$ cat config.mk
export PLATFORM = sky130hd
export DESIGN_NAME = column_source
export DESIGN_NICKNAME = d
export VERILOG_FILES = /design/src/rtl/column_source_pkg.sv /design/src/rtl/column_index_fifo.sv /design/src/rtl/column_source.sv
export SDC_FILE = /design/constraint.sdc
export NUM_CORES = 2
export LEC_CHECK = 0
export CAP_MARGIN = 20
export CORE_ASPECT_RATIO = 2
export CORE_MARGIN = 5
export CORE_UTILIZATION = 59
export CTS_BUF_LIST = sky130_fd_sc_hd__clkbuf_16
export DETAILED_ROUTE_END_ITERATION = 6
export GPL_ROUTABILITY_DRIVEN = 0
export PLACE_DENSITY = 0.84
export RECOVER_POWER = 50
export SETUP_SLACK_MARGIN = 0.05
export SLEW_MARGIN = 20
export SYNTH_ARGS = -nofsm -noshare
export SYNTH_HDL_FRONTEND = slang
export SYNTH_SLANG_ARGS = --single-unit
$ cat constraint.sdc
create_clock -name clk -period 6.7 [get_ports clk]
set_input_delay 0.67 -clock clk [delete_from_list [all_inputs] [get_ports clk]]
set_output_delay 0.67 -clock clk [all_outputs]
set_load 0.01 [all_outputs]
$ cat src/rtl/column_source_pkg.sv
// Shared types for the column source: the default pixel and column types,
// the FSM state encoding, and a width helper for counter sizing.
package column_source_pkg;

  localparam int LUMA_BITS_DEF     = 8;
  localparam int WINDOW_SIZE_Y_DEF = 5;

  typedef logic [LUMA_BITS_DEF-1:0] luma_t;
  typedef luma_t [WINDOW_SIZE_Y_DEF-1:0] column_t;

  typedef enum logic {
    ST_FILL = 1'b0,
    ST_EMIT = 1'b1
  } state_t;

  // Counter width for n distinct values; never returns zero.
  function automatic int safe_clog2(input int n);
    return (n > 1) ? $clog2(n) : 1;
  endfunction

endpackage

$ cat src/rtl/column_index_fifo.sv
// Shift register of the most recent valid column indices. Entry 0 is the
// newest; the last entry is the oldest and is only meaningful when full.
module column_index_fifo
  import column_source_pkg::*;
#(
  parameter int DEPTH      = 7,
  parameter int INDEX_BITS = 5
) (
  input  logic                  clk,
  input  logic                  rst,
  input  logic                  clear,
  input  logic                  push,
  input  logic [INDEX_BITS-1:0] push_index,
  output logic                  full,
  output logic [INDEX_BITS-1:0] oldest
);

  localparam int CNT_W = safe_clog2(DEPTH + 1);

  logic [INDEX_BITS-1:0] entry_reg [DEPTH];
  logic [CNT_W-1:0]      count_reg;

  // Occupancy count, saturating once the window is full.
  always_ff @(posedge clk or posedge rst) begin
    if (rst) begin
      count_reg <= '0;
    end else if (clear) begin
      count_reg <= '0;
    end else if (push && !full) begin
      count_reg <= count_reg + 1'b1;
    end
  end

  genvar gi;
  generate
    for (gi = 0; gi < DEPTH; gi++) begin : g_entry
      // Each stage takes the new index (stage 0) or its younger neighbour.
      always_ff @(posedge clk or posedge rst) begin
        if (rst) begin
          entry_reg[gi] <= '0;
        end else if (clear) begin
          entry_reg[gi] <= '0;
        end else if (push) begin
          if (gi == 0) begin
            entry_reg[gi] <= push_index;
          end else begin
            entry_reg[gi] <= entry_reg[(gi > 0) ? gi - 1 : 0];
          end
        end
      end
    end
  endgenerate

  assign full   = (count_reg == CNT_W'(DEPTH));
  assign oldest = entry_reg[DEPTH-1];

endmodule

$ cat src/rtl/column_source.sv
// Buffers one strip of WINDOW_SIZE_Y rows in raster order, then replays it
// column by column together with a "peek" column: the WINDOW_SIZE_X-th most
// recent valid column before the current one.
module column_source
  import column_source_pkg::*;
#(
  parameter int LUMA_BITS     = 8,
  parameter int WINDOW_SIZE_X = 7,
  parameter int WINDOW_SIZE_Y = 5,
  parameter int IMAGE_WIDTH   = 26
) (
  input  logic                                    clk,
  input  logic                                    in_reset,
  input  logic [LUMA_BITS-1:0]                    in_pixel,
  input  logic                                    in_pixel_valid,
  input  logic                                    in_col_skip,
  output logic                                    out_ready,
  output logic [WINDOW_SIZE_Y-1:0][LUMA_BITS-1:0] out_column,
  output logic [WINDOW_SIZE_Y-1:0][LUMA_BITS-1:0] out_peek_column,
  output logic                                    out_valid,
  output logic                                    out_reset
);

  localparam int COL_W = safe_clog2(IMAGE_WIDTH);
  localparam int ROW_W = safe_clog2(WINDOW_SIZE_Y);
  localparam logic [COL_W-1:0] LAST_COL = COL_W'(IMAGE_WIDTH - 1);
  localparam logic [ROW_W-1:0] LAST_ROW = ROW_W'(WINDOW_SIZE_Y - 1);

  state_t                 state_reg;
  logic [ROW_W-1:0]       row_reg;
  logic [COL_W-1:0]       col_reg;
  logic [COL_W-1:0]       emit_reg;
  logic [IMAGE_WIDTH-1:0] skip_reg;
  logic                   ready_reg;
  logic                   valid_reg;
  logic                   first_reg;

  logic                   accept;
  logic                   last_pixel;
  logic                   sel_en;
  logic [COL_W-1:0]       sel_col;
  logic                   sel_valid;
  logic                   fifo_push;
  logic                   fifo_clear;
  logic                   fifo_full;
  logic [COL_W-1:0]       fifo_oldest;

  assign accept     = ready_reg && in_pixel_valid;
  assign last_pixel = (row_reg == LAST_ROW) && (col_reg == LAST_COL);

  // Column selected at this edge for presentation in the next cycle.
  always_comb begin
    sel_en  = 1'b0;
    sel_col = '0;
    if (state_reg == ST_FILL) begin
      sel_en  = accept && last_pixel;
      sel_col = '0;
    end else begin
      sel_en  = (emit_reg != LAST_COL);
      sel_col = emit_reg + 1'b1;
    end
  end

  assign sel_valid  = ~skip_reg[sel_col];
  assign fifo_push  = sel_en && sel_valid;
  assign fifo_clear = (state_reg == ST_EMIT) && (emit_reg == LAST_COL);

  // Control FSM: raster counters and skip capture in FILL, column replay in EMIT.
  always_ff @(posedge clk or posedge in_reset) begin
    if (in_reset) begin
      state_reg <= ST_FILL;
      row_reg   <= '0;
      col_reg   <= '0;
      emit_reg  <= '0;
      skip_reg  <= '0;
      ready_reg <= 1'b1;
      valid_reg <= 1'b0;
      first_reg <= 1'b0;
    end else begin
      case (state_reg)
        ST_FILL: begin
          valid_reg <= 1'b0;
          first_reg <= 1'b0;
          if (accept) begin
            if (row_reg == '0) begin
              skip_reg[col_reg] <= in_col_skip;
            end
            if (last_pixel) begin
              state_reg <= ST_EMIT;
              ready_reg <= 1'b0;
              row_reg   <= '0;
              col_reg   <= '0;
              emit_reg  <= '0;
              valid_reg <= sel_valid;
              first_reg <= 1'b1;
            end else if (col_reg == LAST_COL) begin
              col_reg <= '0;
              row_reg <= row_reg + 1'b1;
            end else begin
              col_reg <= col_reg + 1'b1;
            end
          end
        end
        ST_EMIT: begin
          first_reg <= 1'b0;
          if (emit_reg == LAST_COL) begin
            state_reg <= ST_FILL;
            ready_reg <= 1'b1;
            valid_reg <= 1'b0;
            skip_reg  <= '0;
          end else begin
            emit_reg  <= emit_reg + 1'b1;
            valid_reg <= sel_valid;
          end
        end
        default: begin
          state_reg <= ST_FILL;
          ready_reg <= 1'b1;
        end
      endcase
    end
  end

  column_index_fifo #(
    .DEPTH      (WINDOW_SIZE_X),
    .INDEX_BITS (COL_W)
  ) u_index_fifo (
    .clk        (clk),
    .rst        (in_reset),
    .clear      (fifo_clear),
    .push       (fifo_push),
    .push_index (sel_col),
    .full       (fifo_full),
    .oldest     (fifo_oldest)
  );

  genvar gi;
  generate
    for (gi = 0; gi < WINDOW_SIZE_Y; gi++) begin : g_row
      logic [LUMA_BITS-1:0] mem [IMAGE_WIDTH];
      logic [LUMA_BITS-1:0] cur_reg;
      logic [LUMA_BITS-1:0] peek_reg;

      // Strip buffer row: written only while this row is being filled.
      always_ff @(posedge clk) begin
        if (accept && (row_reg == ROW_W'(gi))) begin
          mem[col_reg] <= in_pixel;
        end
      end

      // Registered current and peek reads; zero whenever nothing is presented.
      always_ff @(posedge clk or posedge in_reset) begin
        if (in_reset) begin
          cur_reg  <= '0;
          peek_reg <= '0;
        end else begin
          cur_reg  <= sel_en ? mem[sel_col] : '0;
          peek_reg <= (sel_en && fifo_full) ? mem[fifo_oldest] : '0;
        end
      end

      assign out_column[gi]      = cur_reg;
      assign out_peek_column[gi] = peek_reg;
    end
  endgenerate

  assign out_ready = ready_reg;
  assign out_valid = valid_reg;
  assign out_reset = first_reg;

endmodule

After elaboration in Yosys (flattened, before gate mapping)
Memory sizes are Yosys's and may differ from the RTL's.
Cells that the tools add are included.
Operators by class
  $add $sub $neg: 4
  magnitude comparators: 3
  equality and inequality tests: 13
  muxes and demuxes: 68
  bitwise gates (word level): 2
  reduce and logical (&&, ||, !) cells: 23
Operators with widths (number)
  two-way mux 5 bit: 20
  two-way mux 8 bit: 10
  two-way mux 26 bit: 3
  one-hot mux 26 bit (2 select lines): 1
  bitwise mux 26 bit: 1
  two-way mux 1 bit: 22
  logical AND 1 bit: 13
  less-than comparator 5 x 6 -> 1 bit (second input constant): 2
  two-way mux 3 bit: 4
  AND reduction 3 bit: 4
  adder 5 x 1 -> 5 bit (second input constant): 2
  equality test 5 bit (second input constant): 2
  one-hot mux 5 bit (2 select lines): 1
  one-hot mux 1 bit (2 select lines): 4
  adder 3 x 1 -> 3 bit (second input constant): 2
  equality test 3 x 2 -> 1 bit (second input constant): 2
  equality test 3 bit (second input constant): 2
  inequality test 2 bit (second input constant): 3
  nonzero test 2 bit: 3
  binary-select mux 1 bit (select 5 bit): 1
  demux 1 bit (select 5 bit): 1
  >= comparator 5 x 1 -> 1 bit (second input constant): 1
  inequality test 5 bit (second input constant): 1
  inequality test 2 x 1 -> 1 bit (second input constant): 2
  5 further kinds: 6
Word-level totals
  register bits: 161
  RAM bits: 1040
  input port bits: 12
  memories: 5
Memories
  g_row[0].mem: depth 26, bits a word 8, read ports 2, clocked after memory_dff 0, wr ports 1, line column_source.sv:140  | logic [LUMA_BITS-1:0] mem [IMAGE_WIDTH];
  g_row[1].mem: depth 26, bits a word 8, read ports 2, clocked after memory_dff 0, wr ports 1, line column_source.sv:140
  g_row[2].mem: depth 26, bits a word 8, read ports 2, clocked after memory_dff 0, wr ports 1, line column_source.sv:140
  g_row[3].mem: depth 26, bits a word 8, read ports 2, clocked after memory_dff 0, wr ports 1, line column_source.sv:140
  g_row[4].mem: depth 26, bits a word 8, read ports 2, clocked after memory_dff 0, wr ports 1, line column_source.sv:140

Longest topological paths before layout
  depth in word-level cells: 9
  gate-level depth with buffers: 11

Cells and area by module
Synthesis repeated with hierarchy kept, for this count alone.
Unflattened totals
  cells, all modules: 3659
  area total of the unflattened synthesis: 55265.5 um2
By module, submodules not included
  column_source: instances 1, cells an instance 3525, area each 53606.4 um2, sequential area each 34309.2 um2
  column_index_fifo: instances 1, cells an instance 134, area each 1659.1 um2, sequential area each 950.9 um2

Least setup slack after synthesis
Ideal clock, no wire load.
  kind: register to register
  from: register emit_reg[0]
  to: register g_row[1].cur_reg[3]
  library setup time: 0.122 ns
  data arrival time: 2.583 ns
  required time: 6.578 ns
  slack: 3.996 ns
  stages on the path, launching flop included: 10
  path buffers: 3
  cells stage by stage: dfrtp_1 > ha_1 > buf_4 > xnor2_4 > nor2_1 > clkbuf_1 > buf_2 > mux4_2 > mux4_2 > a32o_1
Between the ends
  word-level cells in the longest chain between the ends: 4
  elaborated cells on any way between the ends: 6
Ends and longest elaborated chain
  start: declaration: line column_source.sv:32  | logic [COL_W-1:0] emit_reg;
  start signal: assignment: line column_source.sv:112  | emit_reg <= emit_reg + 1'b1;
  adder 5 x 1 -> 5 bit: line column_source.sv:60  | sel_col = emit_reg + 1'b1;
  two-way mux 5 bit: line column_source.sv:55  | if (state_reg == ST_FILL) begin
  memory read (26 x 8 bit)
  two-way mux 8 bit (*): line column_source.sv:157  | cur_reg <= sel_en ? mem[sel_col] : '0;
  end signal: assignment: line column_source.sv:157
  end: declaration: line column_source.sv:141  | logic [LUMA_BITS-1:0] cur_reg;
Mark *: on every way between the ends. The rest lies on a longest branch, timed or not.
A chain may end at the register's enable or synchronous reset.

Worst setup path after layout
  from: input port in_pixel[5]
  to: memory g_row[3].mem[14][5], data pin
RTL lines
  start: declaration: line column_source.sv:14  | input logic [LUMA_BITS-1:0] in_pixel,
  end: declaration: line column_source.sv:140
Straight into the memory's write port.

==> qor.csv <==
stage,metric,value,unit
route,1st-pass router iterations,7,
worst_setup_path,critical path's top delay family,buffers and inverters,
synth,synthesized netlist cell count,3203,
clock_tree,post-cts resize count,0,
worst_setup_path,r2r endpoint,g_row[1].cur_reg[0],
worst_setup_path,Worst Path Max Fanout,104,
worst_setup_path,"reg-to-reg slack, setup",2.17,ns
worst_setup_path,reg2reg path depth,8,
place,Post-Place Cells,4298,
worst_setup_path,type of origin of the critical path,input pin,
timing,Tmin final,5.36,ns
synth,post-synth cell types,54,
timing,Tcrit/Tclk final,79.9,%
die,Initial Util,59.2,%
clock_tree,total CTS buffers,103,
route,routed via count,33182,
worst_setup_path,Critical Path Stages,2,
pwr,Pwr Density,269,mW/mm2
timing,Fmax achieved,0.187,GHz
synth,Mapped Nets,3228,
synth,Synth Flop Type,edfxtp_1,
grt,vias in the first global route,33820,
worst_setup_path,Worst EP arrival,5.20,ns
timing,"Slew Viols, Final",1083,
clock_tree,post-CTS setup buffer count,0,
route,met1 WL,49.2,mm
outcome,failing checks,"max-capacitance violations, max-slew violations",
die,core area,0.0923,mm2
route,DRC Markers,0,
grt,largest net degree at the start of global routing,147,
synth,Synth warnings,0,
die,IO Count,95,
grt,Overflow after GRT,0,
worst_setup_path,CP required,6.54,ns
route,post-route ant nets,0,
pwr,P_leak,20.8,nW
synth,number of synthesized register bits,1201,
synth,"Cell Area, Synth",0.0547,mm2
synth,syn avg cell area,17.1,um2
clock_tree,CTS Sinks,1201,
final_layout,layout cell share with drive strength beyond 1,22.5,%
route,vias per cell,7.38,
route,routed wire length,151,mm
timing,Final Hold Fails,0,
worst_setup_path,WP buf/inv,2,
route,wire length on met2,73.1,mm
timing,RSZ-0062 raised after global routing,no,
pwr,total power,16.1,mW
final_layout,Layout area overhead,9.63,%
worst_setup_path,slowest CP cell,clkbuf_1,
final_layout,fin cells,4496,
timing,final setup vio count,0,
die,die area,0.0992,mm2
worst_setup_path,r2r startpoint,emit_reg[0],
pwr,worst IR drop on VDD,0.000248,V
place,Port Buffers,94,
synth,Post-synth EDFFs,1040,
worst_setup_path,crit path from,in_pixel[5],
worst_setup_path,"Critical Path, Cell by Cell",clkbuf_1 -> clkbuf_1,
grt,first-pass GRT wire length,223,mm
worst_setup_path,CP endpoint,g_row[3].mem[14][5],
worst_setup_path,CP Class,input pin to register,
place,Post-DP HPWL,88.0,mm
worst_setup_path,CP endpoint kind,register,
route,initial drt markers,5642,
grt,GR Util All Layers,30.4,%
job,Max Cap Viol,15,
clock_tree,number of buffers between clock root and the deepest sink,3,
timing,skew final,0.0255,ns
synth,sequential area share after synthesis,64.5,%
clock_tree,Worst-path clk slew,0.06,ns
min_path,depth of the worst hold-timing path,1,
min_path,class of the worst hold path,register to register,
final_layout,Largest register FFs,1040,
worst_setup_path,crit-path max cell delay,3.22,ns
route,met3 WL,19.3,mm
timing,Worst-Margin Slew,5.99,ns
final_layout,most frequent cells in the layout,"1040 x edfxtp_1, 495 x mux4_2, 317 x nand2_1",
clock_tree,root buffer cell,clkbuf_16,
die,die width,225,um
die,die height,441,um
worst_setup_path,"most used cell, CP",clkbuf_1,
clock_tree,H-tree depth,3,
final_layout,post-layout net count,3229,
synth,Synth async-reset ratio,13.4,%
route,wire per inst,33.7,um
grt,initial antenna violation count,7,
timing,Final TNS setup,0,ns
route,Highest Signal Layer,met5,
final_layout,Final Util,64.9,%
die,Cell Rows,158,
clock_tree,cts hold-fix bufs,0,
outcome,outcome,finished with violations,
timing,slew margin rel.,-299,%
clock_tree,Clock Latency Late Sink,0.72,ns
clock_tree,CTS tree,built,
final_layout,"commonest non-fill, non-tap cell in the layout",edfxtp_1,
timing,hold_ws,0.507,ns
routing by layer:
layer | track usage (%) | up-vias
li1 | - | 12945
met3 | 6.78 | 627
met4 | 16.1 | 8
met1 | 40.3 | 16657
met5 | 0 | -
met2 | 47.9 | 2945
per-stage QoR:
step           setup slack, ns  area, um2
3_3_place_gp              2.14      56600
6_report                  1.34      59900
4_1_cts                   2.36      60000
2_1_floorplan             1.68      54700
5_1_grt                   1.16      59900
3_5_place_dp              1.92      56600
worst register-to-register path, delay by kind of cell (launching register included):
kind / cells / cell delay [ns]
DFF: 1 / 0.82
adders and majority gates: 1 / 0.53
xor gates and xnor gates: 1 / 0.37
buffers and inverters: 1 / 0.37
AOI/OAI and AO/OA: 2 / 0.66
and+or+nand+nor: 3 / 1.72
cell families after synthesis:
group                      share of synthesized area (%)
AOI/OAI and AO/OA                                   4.17
xor gates and xnor gates                           0.112
adders and majority gates                          0.298
buffers and inverters                               2.18
DFF                                                 64.5
muxes                                               23.1
and+or+nand+nor                                     5.64
where the power goes:
part | switching [mW] | total (mW) | internal (mW)
registers | 0.160 | 8.52 | 8.36
clock network | 2.75 | 6.02 | 3.28
logic | 1.02 | 1.60 | 0.575
how the worst min path moves through the flow:
stage | end | from
finish | u_index_fifo.count_reg[0] | u_index_fifo.count_reg[0]
global placement | u_index_fifo.count_reg[0] | u_index_fifo.count_reg[0]
CTS | g_row[1].mem[1][3] | in_pixel[3]
global route | u_index_fifo.oldest[4] | u_index_fifo.entry_reg[9]
detailed placement | u_index_fifo.count_reg[0] | u_index_fifo.count_reg[0]
floorplan | u_index_fifo.count_reg[0] | u_index_fifo.count_reg[0]
synthesized netlist by cell type, drive strengths merged, types with 3 or more instances:
master / number / area [um2]
nand2: 319 / 1200
nand4: 14 / 87.6
a221oi: 7 / 61.3
clkbuf: 127 / 477
dfrtp: 160 / 4000
mux2: 28 / 315
inv: 31 / 116
o2bb2ai: 4 / 35.0
ha: 13 / 163
a21oi: 197 / 986
mux4: 495 / 11100
buf: 118 / 597
nand3b: 6 / 45.0
a32o: 6 / 60.1
nand2b: 6 / 37.5
nand3: 44 / 220
nor2: 214 / 803
a211oi: 68 / 510
edfxtp: 1040 / 31200
mux2i: 117 / 1170
or4: 37 / 278
o21ai: 38 / 190
a222oi: 26 / 260
nand4b: 3 / 32.5
a21o: 4 / 30.0
nor2b: 49 / 307
layout make-up:
| cell class | count | area, um2 |
|---|---|---|
| Timing Repair Buffer | 141 | 1350 |
| Clock inverter | 89 | 727 |
| Tap cell | 1200 | 1500 |
| Fill cell | 5883 | 32400 |
| Inverter | 31 | 131 |
| Sequential cell | 1201 | 35300 |
| Antenna cell | 3 | 7.51 |
| Multi-Input combinational cell | 1726 | 18300 |
| Clock buffer | 105 | 2630 |
(Power assumes the default switching activity.)
